--- src/rtl/rom_pkg.sv ---
// rtl/rom_pkg.sv - shared constants, FSM state type and ROM content table
package rom_pkg;

  localparam int ADDR_W = 3;
  localparam int DATA_W = 4;
  localparam int DEPTH  = 2 ** ADDR_W;

  typedef enum logic [1:0] {
    IDLE  = 2'd0,
    ISSUE = 2'd1,
    DRAIN = 2'd2
  } state_t;

  // Contents of the ROM sitting downstream of rom_addr; benches model the ROM with it.
  localparam logic [DATA_W-1:0] ROM_TABLE [DEPTH] = '{
    4'h1, 4'h3, 4'hA, 4'h6, 4'h7, 4'hD, 4'h9, 4'hB
  };

endpackage

--- src/rtl/rom_skid_fifo.sv ---
// rtl/rom_skid_fifo.sv - 2-entry FIFO with registered head, carrying {last, data}
module rom_skid_fifo #(
  parameter int W = 5
) (
  input  logic         clk,
  input  logic         rst,
  input  logic         push,
  input  logic [W-1:0] din,
  input  logic         pop,
  output logic [W-1:0] head,
  output logic [1:0]   count,
  output logic         valid
);

  logic [W-1:0] tail;

  assign valid = (count != 2'd0);

  // Head is the oldest word and drives the stream directly; tail holds the second word.
  always_ff @(posedge clk or posedge rst) begin
    if (rst) begin
      head  <= '0;
      tail  <= '0;
      count <= 2'd0;
    end else begin
      if (push && pop) begin
        if (count == 2'd1) begin
          head <= din;
        end else begin
          head <= tail;
          tail <= din;
        end
      end else if (push) begin
        if (count == 2'd0) head <= din;
        else               tail <= din;
        count <= count + 2'd1;
      end else if (pop) begin
        if (count == 2'd2) head <= tail;
        count <= count - 2'd1;
      end
    end
  end

  // The reader's issue throttle must never let a word arrive with no room for it.
  a_no_overflow: assert property (@(posedge clk) disable iff (rst)
    !(push && !pop && count == 2'd2));

endmodule

--- src/rtl/rom_stream_reader.sv ---
// rtl/rom_stream_reader.sv - ROM burst reader with valid/ready output; optional csum via ROM_STREAM_CSUM_EN
module rom_stream_reader
  import rom_pkg::*;
(
  input  logic              clk,
  input  logic              rst,
  input  logic              start,
  input  logic [ADDR_W-1:0] start_addr,
  input  logic [ADDR_W:0]   count,
  output logic              busy,
  output logic              done,
  output logic              rom_en,
  output logic [ADDR_W-1:0] rom_addr,
  input  logic [DATA_W-1:0] rom_data,
  output logic              out_valid,
  input  logic              out_ready,
  output logic [DATA_W-1:0] out_data,
  output logic              out_last
`ifdef ROM_STREAM_CSUM_EN
  ,
  output logic [DATA_W-1:0] csum
`endif
);

  state_t            state, state_nxt;
  logic [ADDR_W:0]   remaining;
  logic              inflight, inflight_last;
  logic [1:0]        fifo_count;
  logic [DATA_W:0]   fifo_head;
  logic [2:0]        occupancy;
  logic              pop, issue, last_issue, accept;

  assign pop        = out_valid && out_ready;
  assign occupancy  = {1'b0, fifo_count} + {2'b00, inflight} - {2'b00, pop};
  assign issue      = (state == ISSUE) && (occupancy < 3'd2);
  assign last_issue = issue && (remaining == (ADDR_W+1)'(1));
  assign accept     = (state == IDLE) && start && !done;
  assign rom_en     = issue;
  assign busy       = (state != IDLE);
  assign out_data   = fifo_head[DATA_W-1:0];
  assign out_last   = fifo_head[DATA_W];

  // State register.
  always_ff @(posedge clk or posedge rst) begin
    if (rst) state <= IDLE;
    else     state <= state_nxt;
  end

  // Next-state: issue phase ends with the final read, drain ends on the last handshake.
  always_comb begin
    state_nxt = state;
    case (state)
      IDLE:    if (accept) state_nxt = ISSUE;
      ISSUE:   if (last_issue) state_nxt = DRAIN;
      DRAIN:   if (pop && out_last) state_nxt = IDLE;
      default: state_nxt = IDLE;
    endcase
  end

  // Address walk, remaining count, one-deep read-latency tracker and done pulse.
  always_ff @(posedge clk or posedge rst) begin
    if (rst) begin
      rom_addr      <= '0;
      remaining     <= '0;
      inflight      <= 1'b0;
      inflight_last <= 1'b0;
      done          <= 1'b0;
    end else begin
      done          <= (state == DRAIN) && pop && out_last;
      inflight      <= issue;
      inflight_last <= last_issue;
      if (accept) begin
        rom_addr  <= start_addr;
        remaining <= (count == '0) ? (ADDR_W+1)'(DEPTH) : count;
      end else if (issue) begin
        rom_addr  <= rom_addr + ADDR_W'(1);
        remaining <= remaining - (ADDR_W+1)'(1);
      end
    end
  end

  rom_skid_fifo #(.W(DATA_W + 1)) u_fifo (
    .clk   (clk),
    .rst   (rst),
    .push  (inflight),
    .din   ({inflight_last, rom_data}),
    .pop   (pop),
    .head  (fifo_head),
    .count (fifo_count),
    .valid (out_valid)
  );

`ifdef ROM_STREAM_CSUM_EN
  // Running XOR of delivered words, restarted when a burst is accepted.
  always_ff @(posedge clk or posedge rst) begin
    if (rst)         csum <= '0;
    else if (accept) csum <= '0;
    else if (pop)    csum <= csum ^ out_data;
  end
`endif

endmodule

--- config.mk ---
export PLATFORM = sky130hd
export DESIGN_NAME = rom_stream_reader
export DESIGN_NICKNAME = d
export VERILOG_FILES = /design/src/rtl/rom_pkg.sv /design/src/rtl/rom_skid_fifo.sv /design/src/rtl/rom_stream_reader.sv
export SDC_FILE = /design/constraint.sdc
export NUM_CORES = 1
export LEC_CHECK = 0
export CAP_MARGIN = 20
export CORE_MARGIN = 2
export CORE_UTILIZATION = 35
export DETAILED_ROUTE_END_ITERATION = 8
export SLEW_MARGIN = 20
export SYNTH_ARGS = -nofsm -noshare
export SYNTH_HDL_FRONTEND = slang
export SYNTH_SLANG_ARGS = --single-unit
--- constraint.sdc ---
create_clock -name clk -period 4.2 [get_ports clk]
set_clock_uncertainty 0.15 [all_clocks]
set_input_delay 0.42 -clock clk [delete_from_list [all_inputs] [get_ports clk]]
set_output_delay 0.42 -clock clk [all_outputs]
set_load 0.05 [all_outputs]
After elaboration in Yosys (flattened, before gate mapping) --
Cells that the tools add are included. W data, S select, Z words.
Storage, ports and cells: register bits after elaboration 24, input port bits 15, output and inout port bits 12, word-level logic and storage cells 73
Operators by class: add/subtract/negate cells 6, $lt $le $gt $ge 1, eq/ne operators 11, mux-type cells 21, bitwise gates (word level) 1, reduce and logical (&&, ||, !) cells 24
Operators by type and width (number):
- $mux W5 | 10
- $mux W4 | 3
- $mux W2 | 5
- $reduce_bool A2 Y1 | 5
- $logic_and A1 B1 Y1 | 9
- $reduce_and A3 Y1 | 3
- $ne A2 B2 Y1 const B | 4
- $mux W3 | 2
- $pmux W2 S3 | 1
- $reduce_bool A3 Y1 | 2
- $eq A2 B1 Y1 const B | 2
- $eq A2 B2 Y1 const B | 2
- $eq A4 B1 Y1 const B | 1
- $logic_not A2 Y1 | 2
- $logic_not A4 Y1 | 1
- $sub A4 B1 Y4 const B | 1
- $add A2 B1 Y3 | 1
- $add A3 B1 Y3 const B | 1
- $lt A3 B2 Y1 const B | 1
- $ne A3 B1 Y1 const B | 1
- $sub A3 B1 Y3 | 1
- $add A2 B1 Y2 const B | 1
- $ne A2 B1 Y1 const B | 1
- $reduce_and A2 Y1 | 1
- other kinds (3) | 3

Depth between registers and ports, before layout --
Gate-level depths: netlist of run 1.
depth after elaboration 8, gate-level depth with buffers 11, depth with buffers taken out 11

Modules after synthesis --
A second synthesis of run 1 with hierarchy kept.
Unflattened totals: cells, all modules 111, area total of the unflattened synthesis 1310.0 sq um
Modules (own cells, without submodules):
- rom_stream_reader | times used 1, cells an instance 63, area each 660.6 sq um, sequential area each 300.3 sq um
- rom_skid_fifo | times used 1, cells an instance 48, area each 649.4 sq um, sequential area each 300.3 sq um

Worst setup path after synthesis of run 1 --
No wires, ideal clock.
path kind register -> register, start point reg u_fifo.count[1], end point reg remaining[1], library setup time 126 ps, arrival 2634 ps, required time 3924 ps, setup slack 1290 ps, cell stages (with the launch flop) 12, path buffers 0, period minus slack after synthesis 2910 ps, cell sequence dfrtp_1 > inv_1 > ha_1 > inv_1 > a21oi_1 > o21ai_0 > fa_1 > xnor2_1 > nand3_2 > inv_2 > nor2_1 > a221o_1
Between the ends: word-level cells in the longest chain between the ends 6, elaborated cells between the ends (all ways) 7, classes of those cells add/sub: 2; order compare: 1; reduce/logical: 4
Ends and longest elaborated chain:
- start, declared | line rom_skid_fifo.sv:11 | output logic [1:0] count,
- start signal, assigned | line rom_skid_fifo.sv:36 | count <= count + 2'd1;
- start signal, assigned | line rom_skid_fifo.sv:39 | count <= count - 2'd1;
- $reduce_bool A2 Y1 | line rom_skid_fifo.sv:17 | assign valid = (count != 2'd0);
- named net out_valid | line rom_stream_reader.sv:15 | output logic out_valid,
- $logic_and A1 B1 Y1 | line rom_stream_reader.sv:33 | assign pop = out_valid && out_ready;
- $sub A3 B1 Y3 | line rom_stream_reader.sv:34 | assign occupancy = {1'b0, fifo_count} + {2'b00, inflight} - {2'b00, pop};
- $lt A3 B2 Y1 | line rom_stream_reader.sv:35 | assign issue = (state == ISSUE) && (occupancy < 3'd2);
- $logic_and A1 B1 Y1 | line rom_stream_reader.sv:35
- named net rom_en | line rom_stream_reader.sv:12 | output logic rom_en,
- $reduce_bool A2 Y1 (no line)
- end signal, assigned | line rom_stream_reader.sv:74 | remaining <= (count == '0) ? (ADDR_W+1)'(DEPTH) : count;
- end signal, assigned | line rom_stream_reader.sv:77 | remaining <= remaining - (ADDR_W+1)'(1);
- end, declared | line rom_stream_reader.sv:26 | logic [ADDR_W:0] remaining;
The timed path passes the listed nets, and every way through them passes these cells. A chain may end at the register's enable or synchronous reset.

Worst setup path in the final report of run 1 --
start point reg u_fifo.count[1], end point out rom_en
Between the ends: word-level cells in the longest chain between the ends 5, elaborated cells between the ends (all ways) 6, classes of those cells add/sub: 2; order compare: 1; reduce/logical: 3
Ends and longest elaborated chain (line):
- parallel branches: the longest is 2 deep, another holds $add A2 B1 Y3
- $sub A3 B1 Y3 (*) | rom_stream_reader.sv:34
- $lt A3 B2 Y1 (*) | rom_stream_reader.sv:35
- $logic_and A1 B1 Y1 (*) | rom_stream_reader.sv:35
- end, declared | rom_stream_reader.sv:12
Every way passes the cells marked *.

==> run_results.csv, run 1 <==
group,metric,value,unit
flow_run,drv_cap,0,
drt,vias,911,
drt,drc_errors,0,
worst_hold_path,worstHoldPathType,"reg2reg",
logic_synthesis,synthDistinctLibCells,34,
global_routing,antenna_found_initial,0,
global_routing,busiest_layer,"met2",
clock_network,clockRootBuffer,"clkbuf_4",
logic_synthesis,post-synth-top-area-fraction,48.4,%
drt,avgRoutedWirePerCell,12.6,um
global_routing,grt_max_degree,25,
global_routing,first_global_vias,911,
timing,layout_setup_ws,0.353,ns
placement,place.gp.congestion,0.768,
timing,min_period,3.85,ns
logic_synthesis,syn_nets,134,
logic_synthesis,synth.top_cells.by_area,"dfrtp_1, ha_1, mux2i_1",
drt,drt_first_iter_violations,32,
die,ios,27,
power,power_frac_seq,29.2,%
power,swShare,45.9,%
die,die_w,63.6,um
timing,slew_violations,0,
logic_synthesis,synth_top_cell_by_area,"dfrtp_1",
global_routing,use_met2,20.7,%
timing,slew_headroom,40.1,%
setup_path,cp_slowest_stage_delay,0.81,ns
clock_network,cts_sinks,24,
status,status,"completed",
setup_path,worstSetupPathType,"reg2out",
setup_path,crit_slowest_cell,"clkdlybuf4s50_1",
clock_network,path_clk_slew,0.14,ns
timing,tns,0,ns
die,dieArea,0.00404,mm^2
logic_synthesis,yosysSeqAreaShare,48.4,%
timing,hold_viol_final,0,
drt,drt_wl_total,2.35,mm
setup_path,worstSetupEndpointType,"output port",
clock_network,numCtsBuffers,3,
setup_path,critical_path.top_delay_family,"buffers and inverters",
power,irDropWorstVdd,476,uV
timing,fin_crit_sh,91.6,%
drt,drtPass1Iterations,4,
logic_synthesis,synthFlopType,"dfrtp_1",
layout,diodes,0,
logic_synthesis,yosys_warnings,0,
clock_network,clock_path_buffers,2,
placement,dp_hpwl,1.82,mm
timing,tightest_slew,0.898,ns
clock_network,holdBufCountCts,0,
power,internal-power,784,uW
timing,setup_viol,0,
logic_synthesis,synth_edf_count,0,
timing,max_clock_freq,260,MHz
power,power_density,901,mW/mm^2
logic_synthesis,syn_inst,111,
layout,fillers,344,
layout,drive_above_1_share,12.9,%
global_routing,met1_usage,16.7,%
logic_synthesis,syn_area_per_cell,11.2,um^2
setup_path,crit_chain,"inv_1 > ha_1 > nand2b_1 > nor2_1 > o21ai_0 > fa_1 > xnor2_1 > nand3_2 > inv_2 > clkdlybuf4s50_1",
global_routing,overflow,0,
global_routing,grt_use_met3,2.68,%
clock_network,insertion_delay,0.31,ns
setup_path,cp.arrival,3.28,ns
timing,rsz0062_at_grt,"no",
setup_path,cp_data_required_time,3.63,ns
die,die_h,63.6,um
global_routing,grt_pass1_wl,4.05,mm
setup_path,path_buf_inv,3,
layout,nets,164,
die,core,0.00336,mm^2
logic_synthesis,async_reset_ff_share,100,%
setup_path,cp_max_fo,5,
placement,dp_slack,0.526,ns
logic_synthesis,yosys.cell_count.top_type,"dfrtp_1",
logic_synthesis,synth.cells.most_frequent,"dfrtp_1, nor2_1, a21oi_1, inv_1, ha_1",
clock_network,tritoncts,"done",
power,pwr-share-comb,59.2,%
setup_path,cp-start-kind,"flop",
placement,port_buffers,26,
clock_network,post-cts-setup-buffers,0,
clock_network,cts_resized,0,
drt,postRouteAntennaNets,0,
die,num_rows,21,
global_routing,track_usage,12.6,%
power,p_switching,666,uW
layout,syn_to_final_growth,29.6,%
drt,avgViaCountPerCell,4.90,
power,leakagePower,0.713,nW
logic_synthesis,ys_seq_elements,24,
logic_synthesis,synth.cell_area,0.00124,mm^2
power,power_frac_clock,11.6,%
die,initial_core_util,36.9,%
clock_network,htree_levels,1,
==> routing by layer <==
metal / share of wire (%) / vias up / wire length (um)
met5: 0 / - / 0
met4: 0.64 / 0 / 15
li1: - / 450 / -
met2: 49 / 19 / 1140
met1: 47 / 440 / 1110
met3: 3.4 / 2 / 80
==> worst register-to-register path: cells and delay by family (launching register included) <==
family                     cells  cell delay [ns]
muxes                          1             0.32
AOI/OAI and AO/OA              2             0.37
adders and majority gates      2             0.62
and+or+nand+nor                3             0.51
xor gates and xnor gates       1             0.23
DFF                            1             0.46
buffers and inverters          2             0.29
==> power groups by stage <==
| stage | registers, mW | logic (mW) | clock network, mW |
|---|---|---|---|
| after floorplan | 0.542 | 0.502 | 0 |
| after global placement | 0.424 | 0.846 | 0 |
| after detailed placement | 0.431 | 0.859 | 0 |
| after CTS | 0.425 | 0.866 | 0.172 |
| after global routing | 0.437 | 0.935 | 0.182 |
| final | 0.423 | 0.858 | 0.168 |
==> cells in the final DEF (no fill, tap or decap), drive strengths merged, types with 3 or more instances in the layout <==
cell,instances
clkdlybuf4s50,26
dfrtp,24
nor2,12
inv,9
a21oi,8
ha,7
mux2i,6
mux2,6
nand2,4
nand3,4
a221o,3
nor3,3
clkbuf,3
nor3b,3
o21ai,3
==> cell families after synthesis <==
group                    Yosys count  synth area share [%]
flip-flops                        24                  48.4
AND/OR/NAND/NOR                   32                  14.9
AO/OA/AOI/OAI                     20                  11.4
buffers and inverters             11                  3.53
multiplexers                      12                  10.3
XOR/XNOR                           4                  2.82
adder cells (fa/ha/maj)            8                  8.67
==> registers in the layout, summed over array words and instances, names as in the netlist <==
name           flops
u_fifo.tail        5
inflight           1
u_fifo.count       2
inflight_last      1
state              2
remaining          4
rom_addr           3
u_fifo.head        5
done               1
==> path summary, 6_finish.rpt <==
kind / slack [ns] / endpoint / startpoint / cells after the start
worst min-delay path: 0.35 / done$_DFF_PP0_ / state[0]$_DFFE_PP0P_ / 1
worst max-delay path: 0.35 / rom_en / u_fifo.count[1]$_DFFE_PP0P_ / 10
min in group asynchronous: 0.43 / rom_addr[1]$_DFFE_PP0P_ / rst / 2
worst max register to register: 1.17 / rom_addr[2]$_DFFE_PP0P_ / u_fifo.count[1]$_DFFE_PP0P_ / 11
max in group asynchronous: 2.92 / remaining[3]$_DFFE_PP0P_ / rst / 2
worst min register to register: 0.35 / done$_DFF_PP0_ / state[0]$_DFFE_PP0P_ / 1
==> cell type report <==
type,instances,area (um^2),share of cell area [%]
Sequential cell,24,601,37.3
Clock buffer,3,22.5,1.40
Timing Repair Buffer,27,268,16.6
Inverter,9,33.8,2.10
Tap cell,46,57.6,3.58
Multi-Input combinational cell,76,597,37.1
Clock inverter,1,30.0,1.87
==> metrics by stage <==
| stage | utilization, % | cell area, um^2 | total power [mW] | hold WS (ns) | std cells |
|---|---|---|---|---|---|
| 2_1_floorplan | - | 1240 | 1.04 | 0.285 | 111 |
| 3_3_place_gp | 46.3 | 1560 | 1.27 | 0.327 | 182 |
| 3_5_place_dp | 46.3 | 1560 | 1.29 | 0.327 | 182 |
| 4_1_cts | 47.8 | 1610 | 1.46 | 0.351 | 186 |
| 5_1_grt | 47.8 | 1610 | 1.55 | 0.367 | 186 |
| 6_report | 47.8 | 1610 | 1.45 | 0.348 | 186 |
No activity file was read; power rests on OpenSTA's default activity.
==> run 2, diff against run 1 <==
clock period = 5 ns   (was 4.2 ns; I/O delays follow)
==> run_results.csv, run 2 (synthesis gave the netlist of run 1 again) <==
group,metric,value,unit
die,core,0.00336,mm^2
timing,hold_slack,0.265,ns
setup_path,cp_slowest_stage_delay,0.81,ns
drt,drtPass1Iterations,4,
setup_path,cp_max_fo,9,
drt,postRouteAntennaNets,0,
layout,regArea,601,um^2
die,ios,27,
power,internal-power,650,uW
drt,vias,921,
clock_network,post-cts-setup-buffers,0,
drt,drt_wl_total,2.30,mm
status,status,"completed",
clock_network,cts_sinks,24,
global_routing,overflow,0,
timing,layout_setup_ws,0.901,ns
placement,dp_slack,1.01,ns
die,die_h,63.6,um
setup_path,reg2reg_slack,1.98,ns
power,pwr-share-comb,58.8,%
setup_path,reg2reg_from,"u_fifo.count[1]$_DFFE_PP0P_",
setup_path,regToRegEndpoint,"rom_addr[2]$_DFFE_PP0P_",
layout,nets,164,
placement,place_inst,181,
clock_network,cts_resized,0,
layout,stdcell_count,186,
timing,max_clock_freq,244,MHz
timing,setup_viol,0,
die,num_rows,21,
drt,drc_errors,0,
timing,slew_violations,0,
layout,fin_util,48.4,%
power,swShare,45.8,%
setup_path,critical_path.top_delay_family,"buffers and inverters",
die,initial_core_util,36.9,%
setup_path,path_buf_inv,3,
timing,tns,0,ns
setup_path,cp.arrival,3.45,ns
global_routing,grt_pass1_wl,4.13,mm
placement,dp_hpwl,1.77,mm
layout,drive_above_1_share,12.9,%
setup_path,worstSetupEndpointType,"output port",
clock_network,path_clk_slew,0.14,ns
layout,reg.largest.list,"u_fifo.head: 5 flops, u_fifo.tail: 5 flops, remaining: 4 flops",
timing,rsz0062_at_grt,"no",
flow_run,drv_cap,0,
clock_network,tritoncts,"done",
setup_path,ff2ff_path_depth,10,
placement,port_buffers,26,
layout,syn_to_final_growth,31.2,%
drt,drt_first_iter_violations,22,
setup_path,worstSetupPathType,"reg2out",
clock_network,htree_levels,1,
clock_network,clock_path_buffers,2,
setup_path,startpoint,"u_fifo.count[1]$_DFFE_PP0P_",
setup_path,cp_data_required_time,4.35,ns
placement,place.gp.congestion,0.814,
layout,diodes,0,
worst_hold_path,worstHoldPathType,"in2async",
setup_path,crit_chain,"inv_1 > ha_1 > nand2b_1 > nor2_1 > o21ai_0 > fa_1 > xnor2_1 > nand3_2 > inv_2 > clkdlybuf4s50_1",
timing,hold_viol_final,0,
clock_network,clockRootBuffer,"clkbuf_4",
timing,slew_headroom,57.7,%
layout,fillers,345,
power,leakagePower,0.722,nW
global_routing,first_global_vias,922,
layout,mostFrequentLayoutCells,"clkdlybuf4s50_1, dfrtp_1, nor2_1",
power,irDropWorstVdd,457,uV
layout,multi_input_area,597,um^2
timing,fin_crit_sh,82.0,%
timing,tightest_slew,0.633,ns
power,p_switching,549,uW
power,power_density,735,mW/mm^2
clock_network,holdBufCountCts,0,
global_routing,track_usage,12.8,%
power,power_frac_clock,11.7,%
die,die_w,63.6,um
die,dieArea,0.00404,mm^2
setup_path,crit_slowest_cell,"clkdlybuf4s50_1",
layout,final_common_cell,"clkdlybuf4s50_1",
drt,avgRoutedWirePerCell,12.3,um
clock_network,numCtsBuffers,3,
clock_network,insertion_delay,0.31,ns
global_routing,grt_max_degree,25,
setup_path,cp-start-kind,"flop",
timing,min_period,4.10,ns
global_routing,antenna_found_initial,0,
drt,avgViaCountPerCell,4.95,
power,power_frac_seq,29.5,%
-- run 2: cell counts in the layout (fill, tap and decap cells not counted) --
Identical to the previous run, type by type.
-- run 2: per-layer routing --
layer  wire [um]  track usage, %  vias to the layer above
met4          15            4.08                        0
met5           0               0                        -
met3         129            2.86                        2
li1            -               -                      450
met2        1090            20.8                       24
met1        1060            16.8                      445
-- run 2: worst max-delay path by stage --
stage / to / slack [ns] / depth (start not counted)
2_1_floorplan: remaining[1]$_DFFE_PP0P_ / 2.09 / 11
3_5_place_dp: rom_en / 1.01 / 9
5_1_grt: rom_en / 0.57 / 10
4_1_cts: rom_en / 0.87 / 10
6_report: rom_en / 0.90 / 10
3_3_place_gp: rom_en / 1.07 / 9
-- run 2: area by class of cell --
type                       count  area share (%)
multi-input combinational     76            36.6
sequential                    24            36.9
tap                           46            3.53
clock inverter                 1            1.84
clock buffer                   3            1.38
timing repair buffer          27            17.7
inverter                       9            2.07
-- run 2: power by group through the flow --
stage / clock network, mW / logic (mW) / registers, mW
2_1_floorplan: 0 / 0.422 / 0.455
3_3_place_gp: 0 / 0.695 / 0.356
3_5_place_dp: 0 / 0.705 / 0.361
4_1_cts: 0.145 / 0.709 / 0.356
5_1_grt: 0.153 / 0.774 / 0.369
6_report: 0.140 / 0.704 / 0.354
-- run 2: through the flow --
step | instance area [um^2] | total power [mW]
detailed placement | 1550 | 1.07
global placement | 1550 | 1.05
global route | 1630 | 1.30
CTS | 1600 | 1.21
floorplan | 1240 | 0.878
finish | 1630 | 1.20
